**config.mk**
```make
export PLATFORM = sky130hd
export DESIGN_NAME = lut_bank_arbiter
export DESIGN_NICKNAME = d
export VERILOG_FILES = /design/src/rtl/lut_bank_arbiter.sv
export SDC_FILE = /design/constraint.sdc
export NUM_CORES = 1
export LEC_CHECK = 0
export BUFFER_PORTS_ARGS = -buffer_cell sky130_fd_sc_hd__buf_2
export CAP_MARGIN = 20
export CORE_MARGIN = 2
export CORE_UTILIZATION = 50
export DETAILED_ROUTE_END_ITERATION = 8
export GPL_TIMING_DRIVEN = 0
export PLACE_DENSITY = 0.75
export SLEW_MARGIN = 5
export SYNTH_ARGS = -nofsm -noshare
export SYNTH_HDL_FRONTEND = slang
export SYNTH_SLANG_ARGS = --single-unit
```
**constraint.sdc**
```tcl
create_clock -name sys_clk -period 3.46 [get_ports sys_clk]
set_clock_uncertainty 0.15 [all_clocks]
set_input_delay 0.173 -clock sys_clk [delete_from_list [all_inputs] [get_ports sys_clk]]
set_output_delay 0.173 -clock sys_clk [all_outputs]
set_load 0.005 [all_outputs]
```
**src/rtl/lut_bank_arbiter.sv**
```systemverilog
// Four-port, two-bank LUT read arbiter with independent round-robin per bank.
// Ports reading the winner's page in the same bank share that single bank read.
module lut_bank_arbiter #(
  parameter int PAGE_ADDR_BW = 3,
  parameter int DATA_BW      = 3
) (
  input  logic                    sys_clk,
  input  logic                    rst,
  input  logic                    req_a,
  input  logic [PAGE_ADDR_BW-1:0] page_addr_a,
  input  logic                    bank_addr_a,
  input  logic                    req_b,
  input  logic [PAGE_ADDR_BW-1:0] page_addr_b,
  input  logic                    bank_addr_b,
  input  logic                    req_c,
  input  logic [PAGE_ADDR_BW-1:0] page_addr_c,
  input  logic                    bank_addr_c,
  input  logic                    req_d,
  input  logic [PAGE_ADDR_BW-1:0] page_addr_d,
  input  logic                    bank_addr_d,
  output logic                    gnt_a,
  output logic                    gnt_b,
  output logic                    gnt_c,
  output logic                    gnt_d,
  output logic                    bank0_rd_en,
  output logic [PAGE_ADDR_BW-1:0] bank0_page_addr,
  input  logic [DATA_BW-1:0]      bank0_rd_data,
  output logic                    bank1_rd_en,
  output logic [PAGE_ADDR_BW-1:0] bank1_page_addr,
  input  logic [DATA_BW-1:0]      bank1_rd_data,
  output logic                    rd_valid_a,
  output logic                    rd_valid_b,
  output logic                    rd_valid_c,
  output logic                    rd_valid_d,
  output logic [DATA_BW-1:0]      rd_data_a,
  output logic [DATA_BW-1:0]      rd_data_b,
  output logic [DATA_BW-1:0]      rd_data_c,
  output logic [DATA_BW-1:0]      rd_data_d
);

  logic [3:0]                   req;
  logic [3:0]                   bank_sel;
  logic [3:0][PAGE_ADDR_BW-1:0] page;

  assign req      = {req_d, req_c, req_b, req_a};
  assign bank_sel = {bank_addr_d, bank_addr_c, bank_addr_b, bank_addr_a};
  assign page     = {page_addr_d, page_addr_c, page_addr_b, page_addr_a};

  logic [1:0][1:0]              rr_q, rr_d;
  logic [1:0][3:0]              cand;
  logic [1:0]                   win_vld;
  logic [1:0][1:0]              win_idx;
  logic [1:0][PAGE_ADDR_BW-1:0] win_page;
  logic [1:0][3:0]              gnt_bank;
  logic [3:0]                   gnt;

  // NOTE: every variable driven here gets a default before any conditional
  // assignment, so no path leaves a value unassigned and no latch is inferred.
  always_comb begin : arb_comb
    logic [1:0] idx;
    cand     = '0;
    win_vld  = '0;
    win_idx  = '0;
    win_page = '0;
    gnt_bank = '0;
    rr_d     = rr_q;
    idx      = '0;
    for (int n = 0; n < 2; n++) begin
      cand[n] = req & (n == 1 ? bank_sel : ~bank_sel) & {4{~rst}};
      // Scan offsets high to low so the candidate closest to rr_q wins last.
      for (int k = 3; k >= 0; k--) begin
        idx = rr_q[n] + 2'(k);
        if (cand[n][idx]) begin
          win_vld[n] = 1'b1;
          win_idx[n] = idx;
        end
      end
      if (win_vld[n]) begin
        win_page[n] = page[win_idx[n]];
        rr_d[n]     = win_idx[n] + 2'd1;
        for (int i = 0; i < 4; i++) begin
          gnt_bank[n][i] = cand[n][i] && (page[i] == win_page[n]);
        end
      end
    end
  end

  assign gnt             = gnt_bank[0] | gnt_bank[1];
  assign bank0_rd_en     = win_vld[0];
  assign bank1_rd_en     = win_vld[1];
  assign bank0_page_addr = win_page[0];
  assign bank1_page_addr = win_page[1];
  assign {gnt_d, gnt_c, gnt_b, gnt_a} = gnt;

  // Return path: remember which bank each granted port read; the bank answers
  // in the following cycle, so the data mux is driven by registered selects.
  logic [3:0]              valid_q, valid_d;
  logic [3:0]              sel_q, sel_d;
  logic [3:0][DATA_BW-1:0] hold_q, hold_d;
  logic [3:0][DATA_BW-1:0] rd_data;

  always_comb begin
    valid_d = gnt;
    sel_d   = bank_sel;
    rd_data = hold_q;
    for (int i = 0; i < 4; i++) begin
      if (valid_q[i]) rd_data[i] = sel_q[i] ? bank1_rd_data : bank0_rd_data;
    end
    hold_d = rd_data;
  end

  // NOTE: sequential state uses non-blocking assignments so every flop samples
  // pre-edge values regardless of block evaluation order.
  always_ff @(posedge sys_clk or posedge rst) begin
    if (rst) begin
      rr_q    <= '0;
      valid_q <= '0;
      sel_q   <= '0;
      hold_q  <= '0;
    end else begin
      rr_q    <= rr_d;
      valid_q <= valid_d;
      sel_q   <= sel_d;
      hold_q  <= hold_d;
    end
  end

  assign {rd_valid_d, rd_valid_c, rd_valid_b, rd_valid_a} = valid_q;
  assign rd_data_a = rd_data[0];
  assign rd_data_b = rd_data[1];
  assign rd_data_c = rd_data[2];
  assign rd_data_d = rd_data[3];

endmodule

```
==> results of run 1 <==
power by group through the flow:
stage	Combinational [mW]	Clock [mW]	Sequential (mW)
final	0.617	0.186	0.416
after global routing	0.680	0.205	0.427
after CTS	0.591	0.193	0.416
after detailed placement	0.583	0	0.421
after global placement	0.571	0	0.415
after floorplan	0.398	0	0.404
critical path: stages:
cell	delay (ns)
dlygate4sd3_1	0.53
buf_2	0.17
or4b_1	0.51
a32oi_1	0.26
o21a_2	0.22
buf_6	0.14
a31oi_1	0.05
a21o_1	0.25
xnor2_1	0.16
o41ai_2	0.37
buf_2	0.18
sequential cells by signal (all words and copies together), names as in the netlist:
name	cells
hold_q	12
rr_q	4
sel_q	4
valid_q	4
synth_stat cells (3+ instances only):
cell type,number
a2111oi_0,5
a21oi_1,22
and4b_1,3
o21a_1,5
nor3_1,3
and2_1,3
nand3b_1,5
dfrtp_1,24
o211a_1,4
a21o_1,5
inv_1,16
a22oi_1,3
a211oi_1,14
nor4_1,7
and3_1,3
or3b_1,3
a31oi_1,3
xnor2_1,11
buf_6,3
nand2_1,8
a311oi_1,3
o21ai_0,3
clkbuf_1,9
buf_2,3
nor2_1,17
mux2i_1,16
o21ai_2,3
nand3_1,10
o2111ai_1,6
o21ai_1,4
nor2b_1,3
o211ai_1,12
area by class of cell:
| class | count | area (sq um) |
|---|---|---|
| well taps | 67 | 83.83 |
| clock buffers | 4 | 55.05 |
| plain buffers | 18 | 102.6 |
| fillers | 416 | 1790 |
| multi-input cells | 227 | 1694 |
| repair buffers | 59 | 330.3 |
| flip-flops and latches | 24 | 600.6 |
| inverters | 17 | 66.31 |
repair_timing:
action | 4_1_cts | 5_1_grt
setup endpoints to repair | 2 | 4
pin swaps | 0 | 8
setup buffers | 0 | 6
hold buffers | 4 | 0
endpoints found under the hold margin | 4 | 0
resized for setup | 1 | 8
final timing paths:
check                                    startpoint              endpoint  slack, ns  cells past startpoint
worst max-delay path                    bank_addr_a                 gnt_a       0.13                     11
worst max register to register  rr_q[2]$_DFFE_PP0P_  valid_q[0]$_DFF_PP0_       0.73                      7
max in group asynchronous                       rst    sel_q[2]$_DFF_PP0_       2.83                      4
worst min register to register  hold_q[1]$_DFF_PP0_   hold_q[1]$_DFF_PP0_       0.39                      2
min in group sys_clk               bank0_rd_data[0]   hold_q[3]$_DFF_PP0_       0.13                      3
worst min-delay path                            rst   hold_q[5]$_DFF_PP0_       0.06                      4
metrics by stage:
step | worst slack (ns) | cells | TNS, ns
detailed placement | -0.06206 | 402 | -0.09269
global placement | -0.02632 | 402 | -0.02632
finish | 0.1281 | 416 | 0
CTS | 0.04013 | 410 | 0
global route | -0.002197 | 416 | -0.003877
floorplan | 0.8274 | 286 | 0
metal layers:
layer / part of all wire, % / up-vias / global-route usage, % / wire, microns
met1: 43 / 1284 / 39.73 / 3177
li1: - / 1262 / - / -
met3: 7.4 / 18 / 4.938 / 548
met4: 1.6 / 0 / 5.253 / 121
met2: 48 / 135 / 44.64 / 3579
met5: 0 / - / 0 / 0
logic make-up after synthesis:
logic type	after synthesis	synth area share [%]
xor gates and xnor gates	12	4.301
AOI/OAI and AO/OA	114	36.10
DFF	24	24.58
buffers and inverters	35	6.758
and+or+nand+nor	84	21.25
muxes	17	7.015
==> impl_metrics.tcl, run 1 <==
set metrics [dict create \
    cts_buffers 3 \
    cts_buffer_depth 2 \
    avgRoutedWirePerCell_microns 17.85 \
    num_vias 2699 \
    synth_top_cell_by_area "dfrtp_1" \
    end_kind "primary output" \
    drc_errors 0 \
    synth_seq_cells 24 \
    grt_max_degree 34 \
    grt_overflow 0 \
    crit_fanout 10 \
    intPower_mw 0.7295 \
    synthesis.area_sq_um 2444 \
    power.density_nw_per_um2 415.5 \
    fp.dieW_microns 73.91 \
    cts.sink_count 24 \
    io-pin-count 56 \
    p_sw_share_pct 40.14 \
    synth_top_area_share_pct 24.58 \
    mostFrequentLayoutCells "52 x buf_2, 24 x dfrtp_1, 21 x a21oi_1, 17 x nor2_1" \
    hold_viol 0 \
    worst_setup_path_start_kind "primary input" \
    slew_headroom_pct 59.39 \
    fin_crit_ns 3.332 \
    cts_tree "built" \
    clkPwrFrac_pct 15.2 \
    slew_viol_final 0 \
    outcome "finished, final reports clean" \
    fin_nets 378 \
    holdCritPathClass "in2async" \
    ir_worst_vdd_mv 0.2371 \
    cp.required_ns 3.14 \
    drt_first_pass_iters 5 \
    cp.arrival_ns 3.01 \
    root_buffer "clkbuf_8" \
    synthArstFlopShare_pct 100.0 \
    synth_warnings 0 \
    rsz0062_at_grt "true" \
    crit_type "in2out" \
    core_area_sq_um 4723 \
    max-cap-violations 0 \
    max_freq_ghz 0.3001 \
    setup_viol 0 \
    finalCritPeriodShare_pct 96.30 \
    dieArea_sq_um 5463 \
    placed_area_sq_um 2773 \
    ys_seq_area_share_pct 24.58 \
    clk-insertion-delay-late_ns 0.27 \
    rows 25 \
    power_frac_seq_pct 34.1 \
    area_delta_synth_final_pct 20.02 \
    p_leak_nw 1.278 \
    p_switching_mw 0.4891 \
    gp_congestion 0.9436 \
    grt_pass1_wl_microns 11800 \
    antenna_found_initial 0 \
    port-buffer-count 49 \
    design_area_sq_um 2933 \
    synthCells 286 \
    synth_ff_type "dfrtp_1" \
    worst_pin_slew_ns 0.6050 \
    grtUsageTotal_pct 27.89 \
    ys_top_cells_by_area "dfrtp_1 25%, mux2i_1 6.6%, a21oi_1 4.5%" \
    holdWs_ns 0.05884 \
    syn-mean-instance-area_sq_um 8.544 \
    synth_cell_types 66 \
    wl_microns 7426 \
    power_mw 1.219 \
    chipHeight_microns 73.91 \
    synth_edf_count 0 \
    htree_num_levels 1 \
    comb_power_share_pct 50.6 \
    via_per_inst 6.488 \
    path_clk_slew_ns 0.08 \
    final_common_cell "buf_2" \
    drive_gt1_share_pct 24.93 \
    drt_iter0_drc 330 \
    fin_util_pct 62.09 \
    start_util_pct 51.74 \
    ant_nets 0 \
    synth_nets 314 \
    num_antenna_cells 0 \
    detailedPlacementHpwl_microns 5640 \
    grt_pass1_vias 2356 \
]
Power figures use the tool's default switching activity.
==> run 2, diff against run 1 <==
GPL_ROUTABILITY_DRIVEN = 0   (was not set)
PLACE_DENSITY = 0.86   (was 0.75)
==> impl_metrics.tcl, run 2 (synthesized netlist as in run 1, its figures left out) <==
set metrics [dict create \
    outcome "finished, final reports clean" \
    r2r_slack_ns 0.67 \
    stdcell_count 415 \
    worst_setup_path_start_kind "primary input" \
    max_freq_ghz 0.2976 \
    grt_overflow 0 \
    grt_pass1_vias 2414 \
    finalCritPeriodShare_pct 97.11 \
    crit_chain "dlygate4sd3_1 > buf_2 > or4b_1 > a32oi_2 > o21a_2 > buf_6 > a31oi_1 > a21o_1 > buf_4 > xnor2_1 > a41o_1 > buf_2" \
    slew_viol_final 0 \
    max-cap-violations 0 \
    cp.depth 12 \
    placed_cells 402 \
    slowest_stage "or4b_1" \
    grtUsageTotal_pct 26.70 \
    pre_cts_ws_ns -0.03442 \
    regMostFlops "hold_q" \
    htree_num_levels 1 \
    reg2reg_from "rr_q[2]$_DFFE_PP0P_" \
    worst_pin_slew_ns 0.5424 \
    drive_gt1_share_pct 25.86 \
    ant_nets 0 \
    port-buffer-count 49 \
    critical-path-max-stage-delay_ns 0.56 \
    rows 25 \
    cts_tree "built" \
    rr_worst_depth 9 \
    root_buffer "clkbuf_8" \
    wl_microns 7461 \
    rsz0062_at_grt "true" \
    core_area_sq_um 4723 \
    placed_area_sq_um 2773 \
    clk-insertion-delay-late_ns 0.26 \
    mostFrequentLayoutCells "52 x buf_2, 24 x dfrtp_1, 21 x a21oi_1, 17 x nor2_1" \
    path_buf_inv 5 \
    crit_fanout 10 \
    fin_crit_ns 3.360 \
    chipHeight_microns 73.91 \
    start_util_pct 51.74 \
    design_area_sq_um 2957 \
    avgRoutedWirePerCell_microns 17.98 \
    p_leak_nw 1.284 \
    drt_iter0_drc 235 \
    end_kind "primary output" \
    holdCritPathClass "in2async" \
    num_vias 2695 \
    via_per_inst 6.494 \
    grt_max_degree 34 \
    cts_buffers 3 \
    ir_worst_vdd_mv 0.1678 \
    dieArea_sq_um 5463 \
    r2r-end "valid_q[0]$_DFF_PP0_" \
    antenna_found_initial 0 \
    power.density_nw_per_um2 431.0 \
    fp.dieW_microns 73.91 \
    critical_path.top_delay_family "buffers and inverters" \
    cts.sink_count 24 \
    cts_buffer_depth 2 \
    setup_viol 0 \
    cp.required_ns 3.14 \
    grt_pass1_wl_microns 11540 \
    largest_reg_flops 12 \
    cp_common_cell "buf_2" \
    holdWs_ns 0.07668 \
    detailedPlacementHpwl_microns 5561 \
    num_antenna_cells 0 \
    io-pin-count 56 \
    fin_nets 377 \
    worst_slack_ns 0.09993 \
    path_clk_slew_ns 0.08 \
    drc_errors 0 \
    area_delta_synth_final_pct 20.99 \
    cp.arrival_ns 3.04 \
    final_common_cell "buf_2" \
    drt_first_pass_iters 5 \
    hold_viol 0 \
    slew_headroom_pct 63.56 \
    crit_type "in2out" \
]
## run 2: tightest hold or removal path, stage by stage
cell and delay, ns:
buf_2 0.12, buf_6 0.13, buf_4 0.18, inv_4 0.30
## run 2: area by class of cell
class	count	area (sq um)
inverters	17	66.31
fillers	444	1767
repair buffers	58	322.8
well taps	67	83.83
flip-flops and latches	24	600.6
multi-input cells	227	1709
plain buffers	18	102.6
clock inverters	1	30.03
clock buffers	3	41.29
## run 2: what timing repair did
item	4_1_cts	5_1_grt
pin swaps	0	5
gates resized for setup	2	9
hold buffers	4	0
setup endpoints to repair	3	4
endpoints found under the hold margin	4	0
buffers inserted	0	5
## run 2: metal layers
layer | up-vias | routed length, microns | global-route usage, % | part of all wire [%]
met5 | - | 0 | 0 | 0
met4 | 0 | 155 | 9.293 | 2.1
met3 | 19 | 632 | 2.881 | 8.5
met2 | 181 | 3544 | 45.04 | 48
met1 | 1238 | 3129 | 35.44 | 42
li1 | 1257 | - | - | -
## run 2: worst max-delay path by stage
stage | slack [ns] | startpoint | endpoint
floorplan | 0.83 | rst | gnt_c
global placement | 0.03 | rst | gnt_b
detailed placement | -0.03 | rst | gnt_b
CTS | 0.01 | bank_addr_d | gnt_c
global route | -0.02 | bank_addr_b | gnt_d
finish | 0.1 | bank_addr_a | gnt_d
## run 2: metrics by stage
step | total power [mW] | util, % | setup TNS (ns)
after floorplan | 0.8018 | - | 0
after global placement | 0.9800 | 58.70 | 0
after detailed placement | 1.005 | 58.70 | -0.03624
after CTS | 1.250 | 61.19 | 0
after global routing | 1.358 | 62.60 | -0.03867
final | 1.274 | 62.60 | 0
## run 2: power breakdown
part           internal, mW  switching [mW]  total, mW
logic                 0.264           0.355      0.619
registers             0.363          0.0531      0.416
clock network         0.155          0.0843      0.239
